===== config.mk =====
export PLATFORM = sky130hd
export DESIGN_NAME = soc_adc_seq_controller_flat
export DESIGN_NICKNAME = d
export VERILOG_FILES = /design/src/rtl/soc_adc_pkg.sv /design/src/rtl/soc_adc_seq_controller_if.sv /design/src/rtl/soc_adc_ch_pick.sv /design/src/rtl/soc_adc_seq_controller.sv /design/src/flat_wrapper.sv
export SDC_FILE = /design/constraint.sdc
export NUM_CORES = 1
export LEC_CHECK = 0
export ABC_AREA = 1
export BUFFER_PORTS_ARGS = -buffer_cell sky130_fd_sc_hd__buf_2
export CAP_MARGIN = 20
export CORE_ASPECT_RATIO = 0.75
export CORE_MARGIN = 2
export CORE_UTILIZATION = 35
export CTS_CLUSTER_DIAMETER = 80
export DETAILED_ROUTE_END_ITERATION = 6
export PLACE_DENSITY = 0.64
export SYNTH_ARGS = -nofsm -noshare
export SYNTH_HDL_FRONTEND = slang
export SYNTH_SLANG_ARGS = --single-unit

===== constraint.sdc =====
create_clock -name sys_slow_cbus_clk -period 5.5 [get_ports sys_slow_cbus_clk]
set_input_delay 1.65 -clock sys_slow_cbus_clk [delete_from_list [all_inputs] [get_ports sys_slow_cbus_clk]]
set_output_delay 1.65 -clock sys_slow_cbus_clk [all_outputs]
set_load 0.02 [all_outputs]

===== src/rtl/soc_adc_pkg.sv =====
// Shared constants, FSM encoding and width helper for the ADC sequencer.
package soc_adc_pkg;

    localparam int unsigned DW_DEF     = 10;
    localparam int unsigned NCH_DEF    = 4;
    localparam int unsigned TO_CYC_DEF = 1023;

    typedef enum logic [2:0] {
        ST_IDLE,
        ST_WAIT_RDY,
        ST_START,
        ST_WAIT_DV,
        ST_NEXT
    } adc_state_e;

    // Channel index width, never narrower than one bit.
    function automatic int unsigned chw_of(input int unsigned n);
        return (n > 1) ? $clog2(n) : 1;
    endfunction

endpackage


===== src/rtl/soc_adc_seq_controller_if.sv =====
// Host control, ADC handshake and result signals of the ADC sequencer.
interface soc_adc_seq_controller_if
    import soc_adc_pkg::*;
#(
    parameter int unsigned DW  = DW_DEF,
    parameter int unsigned NCH = NCH_DEF
) ();
    localparam int unsigned CHW = chw_of(NCH);

    logic           adc_en;
    logic           adc_cont_mode;
    logic [NCH-1:0] adc_ch_mask;
    logic [1:0]     adc_avg_log2;
    logic           adc_err_clr;
    logic           adc_ready;
    logic           adc_dvalid;
    logic [DW-1:0]  adc_data_in;

    logic           adc_start;
    logic [CHW-1:0] adc_ch_sel;
    logic [DW-1:0]  adc_data_out;
    logic [CHW-1:0] adc_ch_out;
    logic           adc_strb_out;
    logic           adc_busy;
    logic           adc_done;
    logic           adc_timeout_err;

    modport master (
        input  adc_en, adc_cont_mode, adc_ch_mask, adc_avg_log2, adc_err_clr,
               adc_ready, adc_dvalid, adc_data_in,
        output adc_start, adc_ch_sel, adc_data_out, adc_ch_out, adc_strb_out,
               adc_busy, adc_done, adc_timeout_err
    );

    modport slave (
        output adc_en, adc_cont_mode, adc_ch_mask, adc_avg_log2, adc_err_clr,
               adc_ready, adc_dvalid, adc_data_in,
        input  adc_start, adc_ch_sel, adc_data_out, adc_ch_out, adc_strb_out,
               adc_busy, adc_done, adc_timeout_err
    );

endinterface


===== src/rtl/soc_adc_ch_pick.sv =====
// Finds the next set mask bit above the current channel (or the lowest set bit
// when first is high); wrap flags that no such bit exists.
module soc_adc_ch_pick
    import soc_adc_pkg::*;
#(
    parameter int unsigned NCH = NCH_DEF,
    parameter int unsigned CHW = chw_of(NCH)
) (
    input  logic [NCH-1:0] mask,
    input  logic [CHW-1:0] cur,
    input  logic           first,
    output logic [CHW-1:0] next,
    output logic           wrap
);

    // Descending scan so the lowest qualifying bit is the one that sticks.
    always_comb begin
        next = '0;
        wrap = 1'b1;
        for (int i = NCH - 1; i >= 0; i--) begin
            if (mask[i] && (first || (i > int'(cur)))) begin
                next = CHW'(i);
                wrap = 1'b0;
            end
        end
    end

endmodule


===== src/rtl/soc_adc_seq_controller.sv =====
// Multi-channel ADC sequencer: walks the channel mask, averages 2^n samples per
// channel, and flags conversions whose data-valid never arrives.
module soc_adc_seq_controller
    import soc_adc_pkg::*;
#(
    parameter int unsigned DW     = DW_DEF,
    parameter int unsigned NCH    = NCH_DEF,
    parameter int unsigned TO_CYC = TO_CYC_DEF
) (
    input  logic                      sys_slow_cbus_clk,
    input  logic                      sys_slow_cbus_rst_n,
    soc_adc_seq_controller_if.master  bus
);

    localparam int unsigned CHW = chw_of(NCH);
    localparam int unsigned AW  = DW + 3;
    localparam int unsigned SW  = 4;
    localparam int unsigned TW  = $clog2(TO_CYC + 1);

    adc_state_e     state_q, state_nxt;
    logic           en_d, dv_d;
    logic [NCH-1:0] mask_q;
    logic [CHW-1:0] ch_q;
    logic [1:0]     avg_q;
    logic [AW-1:0]  acc_q;
    logic [SW-1:0]  cnt_q;
    logic [TW-1:0]  to_q;
    logic           discard_q;
    logic           start_q, strb_q, done_q, busy_q, err_q;
    logic [DW-1:0]  data_q;
    logic [CHW-1:0] chout_q;

    logic           en_rise_c, dv_rise_c, sample_done_c, to_hit_c;
    logic [CHW-1:0] first_ch_c, adv_ch_c;
    logic           first_none_c, adv_wrap_c;
    logic           load_c, relatch_c, advance_c, add_c, tick_c, timeout_c, emit_c, done_c;

    assign en_rise_c     = bus.adc_en & ~en_d;
    assign dv_rise_c     = bus.adc_dvalid & ~dv_d;
    assign sample_done_c = (SW'(cnt_q + SW'(1)) == SW'(SW'(1) << avg_q));
    assign to_hit_c      = (to_q == TW'(TO_CYC - 1));

    soc_adc_ch_pick #(.NCH(NCH), .CHW(CHW)) u_pick_first (
        .mask (bus.adc_ch_mask),
        .cur  (CHW'(0)),
        .first(1'b1),
        .next (first_ch_c),
        .wrap (first_none_c)
    );

    soc_adc_ch_pick #(.NCH(NCH), .CHW(CHW)) u_pick_adv (
        .mask (mask_q),
        .cur  (ch_q),
        .first(1'b0),
        .next (adv_ch_c),
        .wrap (adv_wrap_c)
    );

    always_ff @(posedge sys_slow_cbus_clk) begin
        if (!sys_slow_cbus_rst_n) state_q <= ST_IDLE;
        else                      state_q <= state_nxt;
    end

    always_comb begin
        state_nxt = state_q;
        load_c    = 1'b0;
        relatch_c = 1'b0;
        advance_c = 1'b0;
        add_c     = 1'b0;
        tick_c    = 1'b0;
        timeout_c = 1'b0;
        emit_c    = 1'b0;
        done_c    = 1'b0;
        case (state_q)
            ST_IDLE: begin
                if (en_rise_c && !first_none_c) begin
                    load_c    = 1'b1;
                    state_nxt = ST_WAIT_RDY;
                end
            end
            ST_WAIT_RDY: if (bus.adc_ready) state_nxt = ST_START;
            ST_START:    state_nxt = ST_WAIT_DV;
            ST_WAIT_DV: begin
                if (dv_rise_c) begin
                    add_c     = 1'b1;
                    state_nxt = sample_done_c ? ST_NEXT : ST_WAIT_RDY;
                end else if (to_hit_c) begin
                    timeout_c = 1'b1;
                    state_nxt = ST_NEXT;
                end else begin
                    tick_c = 1'b1;
                end
            end
            ST_NEXT: begin
                emit_c = !discard_q;
                if (bus.adc_en && !adv_wrap_c) begin
                    advance_c = 1'b1;
                    state_nxt = ST_WAIT_RDY;
                end else if (bus.adc_en && bus.adc_cont_mode && !first_none_c) begin
                    relatch_c = 1'b1;
                    state_nxt = ST_WAIT_RDY;
                end else begin
                    done_c    = 1'b1;
                    state_nxt = ST_IDLE;
                end
            end
            default: state_nxt = ST_IDLE;
        endcase
    end

    // Datapath and registered outputs.
    always_ff @(posedge sys_slow_cbus_clk) begin
        if (!sys_slow_cbus_rst_n) begin
            en_d      <= 1'b0;
            dv_d      <= 1'b0;
            mask_q    <= '0;
            ch_q      <= '0;
            avg_q     <= '0;
            acc_q     <= '0;
            cnt_q     <= '0;
            to_q      <= '0;
            discard_q <= 1'b0;
            start_q   <= 1'b0;
            strb_q    <= 1'b0;
            done_q    <= 1'b0;
            busy_q    <= 1'b0;
            err_q     <= 1'b0;
            data_q    <= '0;
            chout_q   <= '0;
        end else begin
            en_d    <= bus.adc_en;
            dv_d    <= bus.adc_dvalid;
            start_q <= (state_nxt == ST_START);
            busy_q  <= (state_nxt != ST_IDLE);
            strb_q  <= emit_c;
            done_q  <= done_c;

            if (load_c) avg_q <= bus.adc_avg_log2;
            if (load_c || relatch_c) begin
                mask_q <= bus.adc_ch_mask;
                ch_q   <= first_ch_c;
            end else if (advance_c) begin
                ch_q <= adv_ch_c;
            end

            if (load_c || relatch_c || advance_c) begin
                acc_q <= '0;
                cnt_q <= '0;
            end else if (add_c) begin
                acc_q <= acc_q + AW'(bus.adc_data_in);
                cnt_q <= cnt_q + SW'(1);
            end

            if (state_q == ST_START) to_q <= '0;
            else if (tick_c)         to_q <= to_q + TW'(1);

            if (emit_c) begin
                data_q  <= DW'(acc_q >> avg_q);
                chout_q <= ch_q;
            end

            if (timeout_c)              discard_q <= 1'b1;
            else if (state_q == ST_NEXT) discard_q <= 1'b0;

            // A timeout in the same cycle as a clear keeps the flag set.
            if (timeout_c)            err_q <= 1'b1;
            else if (bus.adc_err_clr) err_q <= 1'b0;
        end
    end

    assign bus.adc_start       = start_q;
    assign bus.adc_ch_sel      = ch_q;
    assign bus.adc_data_out    = data_q;
    assign bus.adc_ch_out      = chout_q;
    assign bus.adc_strb_out    = strb_q;
    assign bus.adc_busy        = busy_q;
    assign bus.adc_done        = done_q;
    assign bus.adc_timeout_err = err_q;

endmodule


===== src/flat_wrapper.sv =====
// flat-port wrapper written by rule: the top's interface ports become plain ports
module soc_adc_seq_controller_flat import soc_adc_pkg::*;
#(
    parameter int unsigned DW     = DW_DEF,
    parameter int unsigned NCH    = NCH_DEF,
    parameter int unsigned TO_CYC = TO_CYC_DEF
)
  (sys_slow_cbus_clk, sys_slow_cbus_rst_n, bus_adc_en, bus_adc_cont_mode, bus_adc_ch_mask, bus_adc_avg_log2, bus_adc_err_clr, bus_adc_ready, bus_adc_dvalid, bus_adc_data_in, bus_adc_start, bus_adc_ch_sel, bus_adc_data_out, bus_adc_ch_out, bus_adc_strb_out, bus_adc_busy, bus_adc_done, bus_adc_timeout_err);
  soc_adc_seq_controller_if #(.DW(DW), .NCH(NCH)) bus_i ();
  input  logic sys_slow_cbus_clk;
  input  logic sys_slow_cbus_rst_n;
  input wire logic [$bits(bus_i.adc_en)-1:0] bus_adc_en;
  input wire logic [$bits(bus_i.adc_cont_mode)-1:0] bus_adc_cont_mode;
  input wire logic [$bits(bus_i.adc_ch_mask)-1:0] bus_adc_ch_mask;
  input wire logic [$bits(bus_i.adc_avg_log2)-1:0] bus_adc_avg_log2;
  input wire logic [$bits(bus_i.adc_err_clr)-1:0] bus_adc_err_clr;
  input wire logic [$bits(bus_i.adc_ready)-1:0] bus_adc_ready;
  input wire logic [$bits(bus_i.adc_dvalid)-1:0] bus_adc_dvalid;
  input wire logic [$bits(bus_i.adc_data_in)-1:0] bus_adc_data_in;
  output wire logic [$bits(bus_i.adc_start)-1:0] bus_adc_start;
  output wire logic [$bits(bus_i.adc_ch_sel)-1:0] bus_adc_ch_sel;
  output wire logic [$bits(bus_i.adc_data_out)-1:0] bus_adc_data_out;
  output wire logic [$bits(bus_i.adc_ch_out)-1:0] bus_adc_ch_out;
  output wire logic [$bits(bus_i.adc_strb_out)-1:0] bus_adc_strb_out;
  output wire logic [$bits(bus_i.adc_busy)-1:0] bus_adc_busy;
  output wire logic [$bits(bus_i.adc_done)-1:0] bus_adc_done;
  output wire logic [$bits(bus_i.adc_timeout_err)-1:0] bus_adc_timeout_err;
  assign bus_i.adc_en = bus_adc_en;
  assign bus_i.adc_cont_mode = bus_adc_cont_mode;
  assign bus_i.adc_ch_mask = bus_adc_ch_mask;
  assign bus_i.adc_avg_log2 = bus_adc_avg_log2;
  assign bus_i.adc_err_clr = bus_adc_err_clr;
  assign bus_i.adc_ready = bus_adc_ready;
  assign bus_i.adc_dvalid = bus_adc_dvalid;
  assign bus_i.adc_data_in = bus_adc_data_in;
  assign bus_adc_start = bus_i.adc_start;
  assign bus_adc_ch_sel = bus_i.adc_ch_sel;
  assign bus_adc_data_out = bus_i.adc_data_out;
  assign bus_adc_ch_out = bus_i.adc_ch_out;
  assign bus_adc_strb_out = bus_i.adc_strb_out;
  assign bus_adc_busy = bus_i.adc_busy;
  assign bus_adc_done = bus_i.adc_done;
  assign bus_adc_timeout_err = bus_i.adc_timeout_err;
  soc_adc_seq_controller #(.DW(DW), .NCH(NCH), .TO_CYC(TO_CYC)) u_core (.sys_slow_cbus_clk(sys_slow_cbus_clk), .sys_slow_cbus_rst_n(sys_slow_cbus_rst_n), .bus(bus_i));
endmodule

==> impl_metrics.yaml <==
run_status:
  run_status: "completed"
worst_setup_path:
  worstSetupStartpointType: "input port"
  critical_path.max_fanout: 4
  cp.arrival_ns: 3.02
  critical_path_class: "in -> reg"
  rrSetupSlack_ns: 3.72
  endpoint_kind: "flip-flop"
  reg2reg_depth: 10
  required_ns: 5.76
routing:
  drt_wl_total_um: 7560
  route.met3.wl_um: 320
  drc: 0
  wire_per_inst_um: 10.9
  post_drt_via_cell_ratio: 4.67
  drtIter0Drc: 169
  first_pass_iters: 4
  maxUsedRoutingLayer: "met4"
  via_count: 3239
  drt.antenna.violating_nets: 0
  wl_met2_um: 3250
  detail_route.wirelength.met1_um: 3890
power:
  power_density_nw_per_um2: 282
  vdd_drop_max_v: 0.000146
  power.static_leakage_nw: 1.93
  design_power_total_mw: 1.13
sta:
  report.final.hold_viol_count: 0
  clock_skew_ns: 0.00742
  rsz0062_at_grt: "no"
  finalSetupViolations: 0
  tns_ns: 0
  report.final.slew_viol_count: 0
  timing.fmax_mhz: 362
  finalCritPeriodShare: 0.502
  hold_slack_ns: 0.460
  worst-slew-pin-transition_ns: 0.534
  timing.final.crit_period_ns: 2.76
  minimum_setup_slack_in_the_final_design_ns: 2.74
  slew-limit-headroom: 0.644
clock_network:
  cts.sink_count: 57
  clock_tree_from_tritoncts: "done"
  ctsLongestPathBuffers: 2
  ctsHoldBuffers: 0
  post_cts_clock_slew_at_the_launch_and_capture_registers_of_the_worst_setup_and_hold_paths_ns: 0.05
  clk_latency_ns: 0.33
  tritoncts.num_buffers: 9
  cts.repair.resized: 0
  postCtsSetupBuffers: 0
  cts-root-buf: "sky130_fd_sc_hd__clkbuf_16"
  htree_levels: 3
grt:
  global_route.usage.total: 0.154
  pin_count_of_the_biggest_net_entering_global_routing: 27
  globalRouteOverflowTotal: 0
  vias_in_the_first_global_route: 2910
  grt_pass1_wl_um: 13000
  grt_antenna_before_repair: 0
floorplanning:
  floorplan.die.height_um: 89.2
  floorplan_die_area_um2: 10500
  pin_count: 42
  core_area_um2: 9540
  start_util: 0.355
  chipWidth_um: 118
  placementRows: 31
logic_synthesis:
  ys_top_cells_by_area: "sky130_fd_sc_hd__dfxtp_1 (34%), sky130_fd_sc_hd__nand2_1 (17%), sky130_fd_sc_hd__inv_1 (7.6%)"
  syn_avg_cell_area_um2: 6.53
  async_flop_share: 0
  number_of_cells_produced_by_synthesis: 519
  netlist-cell-type-count: 34
  synth_top_area_share: 0.337
  syn-cell-area_um2: 3390
  yosys.cell_count.top_type: "sky130_fd_sc_hd__nand2_1"
  synth.net_count: 556
  synth_commonest_cells: "sky130_fd_sc_hd__nand2_1 (157), sky130_fd_sc_hd__inv_1 (69), sky130_fd_sc_hd__dfxtp_1 (57), sky130_fd_sc_hd__nor2_1 (47), sky130_fd_sc_hd__nand3_1 (43)"
  yosysSeqAreaShare: 0.337
  synthDominantAreaCellType: "sky130_fd_sc_hd__dfxtp_1"
  synth_edf_count: 0
  synth.ff_latch_count: 57
  synthesis.yosys.warnings: 0
  ys_dominant_reg_cell: "sky130_fd_sc_hd__dfxtp_1"
job:
  max_cap_violations: 0
placed_design:
  hpwl_after_detailed_placement_um: 5760
  pre_cts_ws_ns: 2.41
  buffer_ports.inserted: 41
  gp_congestion: 0.826
min_path:
  holdCritPathClass: "reg -> reg"
  hold_path_depth: 2
layout:
  drive_gt1_frac: 0.142
  area_growth_syn_to_layout_pct: 18.4
  ant_cells: 0
  num-nets-final: 595
flip-flops by register name, summed over array words and instances (netlist names), 2 cells and up:
register                 count
u_core.acc_q                13
u_core.bus.adc_data_out     10
u_core.to_q                 10
u_core.cnt_q                 4
u_core.mask_q                3
u_core.state_q               3
u_core.avg_q                 2
u_core.bus.adc_ch_out        2
u_core.bus.adc_ch_sel        2
routing by layer:
| metal | GRT usage | up-vias |
|---|---|---|
| met5 | 0 | - |
| li1 | - | 1739 |
| met3 | 0.0542 | 9 |
| met2 | 0.246 | 55 |
| met1 | 0.198 | 1436 |
| met4 | 0.0493 | 0 |
through the flow:
| stage | cells | utilization | instance area (um^2) |
|---|---|---|---|
| 3_5_place_dp | 679 | 0.388 | 3700 |
| 3_3_place_gp | 679 | 0.388 | 3700 |
| 4_1_cts | 694 | 0.420 | 4010 |
| 2_1_floorplan | 519 | - | 3390 |
| 6_report | 694 | 0.420 | 4010 |
| 5_1_grt | 694 | 0.420 | 4010 |
path summary, 6_finish.rpt:
kind                                                    to                        from
worst max-delay path                       u_core.acc_q[8]          bus_adc_data_in[0]
worst min register to register  u_core.bus.adc_timeout_err  u_core.bus.adc_timeout_err
worst min-delay path            u_core.bus.adc_timeout_err  u_core.bus.adc_timeout_err
worst max register to register             u_core.acc_q[8]             u_core.acc_q[0]
placed cells by master, fill, tap and decap left out, types with 2 or more instances in the layout:
cell type and count:
sky130_fd_sc_hd__a21oi_1 30, sky130_fd_sc_hd__a21oi_2 8, sky130_fd_sc_hd__buf_2 41, sky130_fd_sc_hd__buf_4 2
sky130_fd_sc_hd__bufinv_16 2, sky130_fd_sc_hd__clkbuf_1 2, sky130_fd_sc_hd__clkbuf_16 9, sky130_fd_sc_hd__dfxtp_1 57
sky130_fd_sc_hd__ha_1 13, sky130_fd_sc_hd__inv_1 69, sky130_fd_sc_hd__nand2_1 157, sky130_fd_sc_hd__nand2_2 3
sky130_fd_sc_hd__nand2_4 2, sky130_fd_sc_hd__nand3_1 43, sky130_fd_sc_hd__nand3_2 2, sky130_fd_sc_hd__nand3b_1 3
sky130_fd_sc_hd__nand4_1 8, sky130_fd_sc_hd__nor2_1 47, sky130_fd_sc_hd__nor2_2 3, sky130_fd_sc_hd__nor3_1 6
sky130_fd_sc_hd__o211ai_1 10, sky130_fd_sc_hd__o21ai_0 23, sky130_fd_sc_hd__o21bai_1 2, sky130_fd_sc_hd__or2_2 2
sky130_fd_sc_hd__xnor2_1 4, sky130_fd_sc_hd__xor2_1 2
cells by family (layout without fill, tap and decap cells):
logic type,Yosys count,in the layout,share of synthesized area
compound gates,76,76,0.132
fa+ha+maj,14,14,0.0539
xor+xnor,6,6,0.0155
simple gates,280,280,0.361
buf+inv,86,129,0.101
flops,57,57,0.337
worst max-delay path, stage by stage:
cell                      delay [ns]
sky130_fd_sc_hd__buf_2          0.08
sky130_fd_sc_hd__ha_1           0.17
sky130_fd_sc_hd__inv_1          0.06
sky130_fd_sc_hd__fa_1           0.37
sky130_fd_sc_hd__inv_1          0.13
sky130_fd_sc_hd__nand3_1        0.08
sky130_fd_sc_hd__nand3_1        0.10
sky130_fd_sc_hd__nand2_1        0.08
sky130_fd_sc_hd__nand3_1        0.08
sky130_fd_sc_hd__nand3_1        0.09
sky130_fd_sc_hd__a21oi_2        0.12
report_power, final:
group          leakage [nW]  internal [mW]  switching, mW
Combinational          1.31         0.0364         0.0705
Clock                 0.153          0.405          0.182
Sequential            0.461          0.425         0.0132
final cells by class:
type,instances,area (um^2)
Sequential cell,57,1140
Timing Repair Buffer,43,220
Tap cell,132,165
Multi-Input combinational cell,376,1900
Clock inverter,3,65.1
Inverter,71,269
Fill cell,1026,5530
Clock buffer,12,246
No activity file was read; power rests on OpenSTA's default activity.
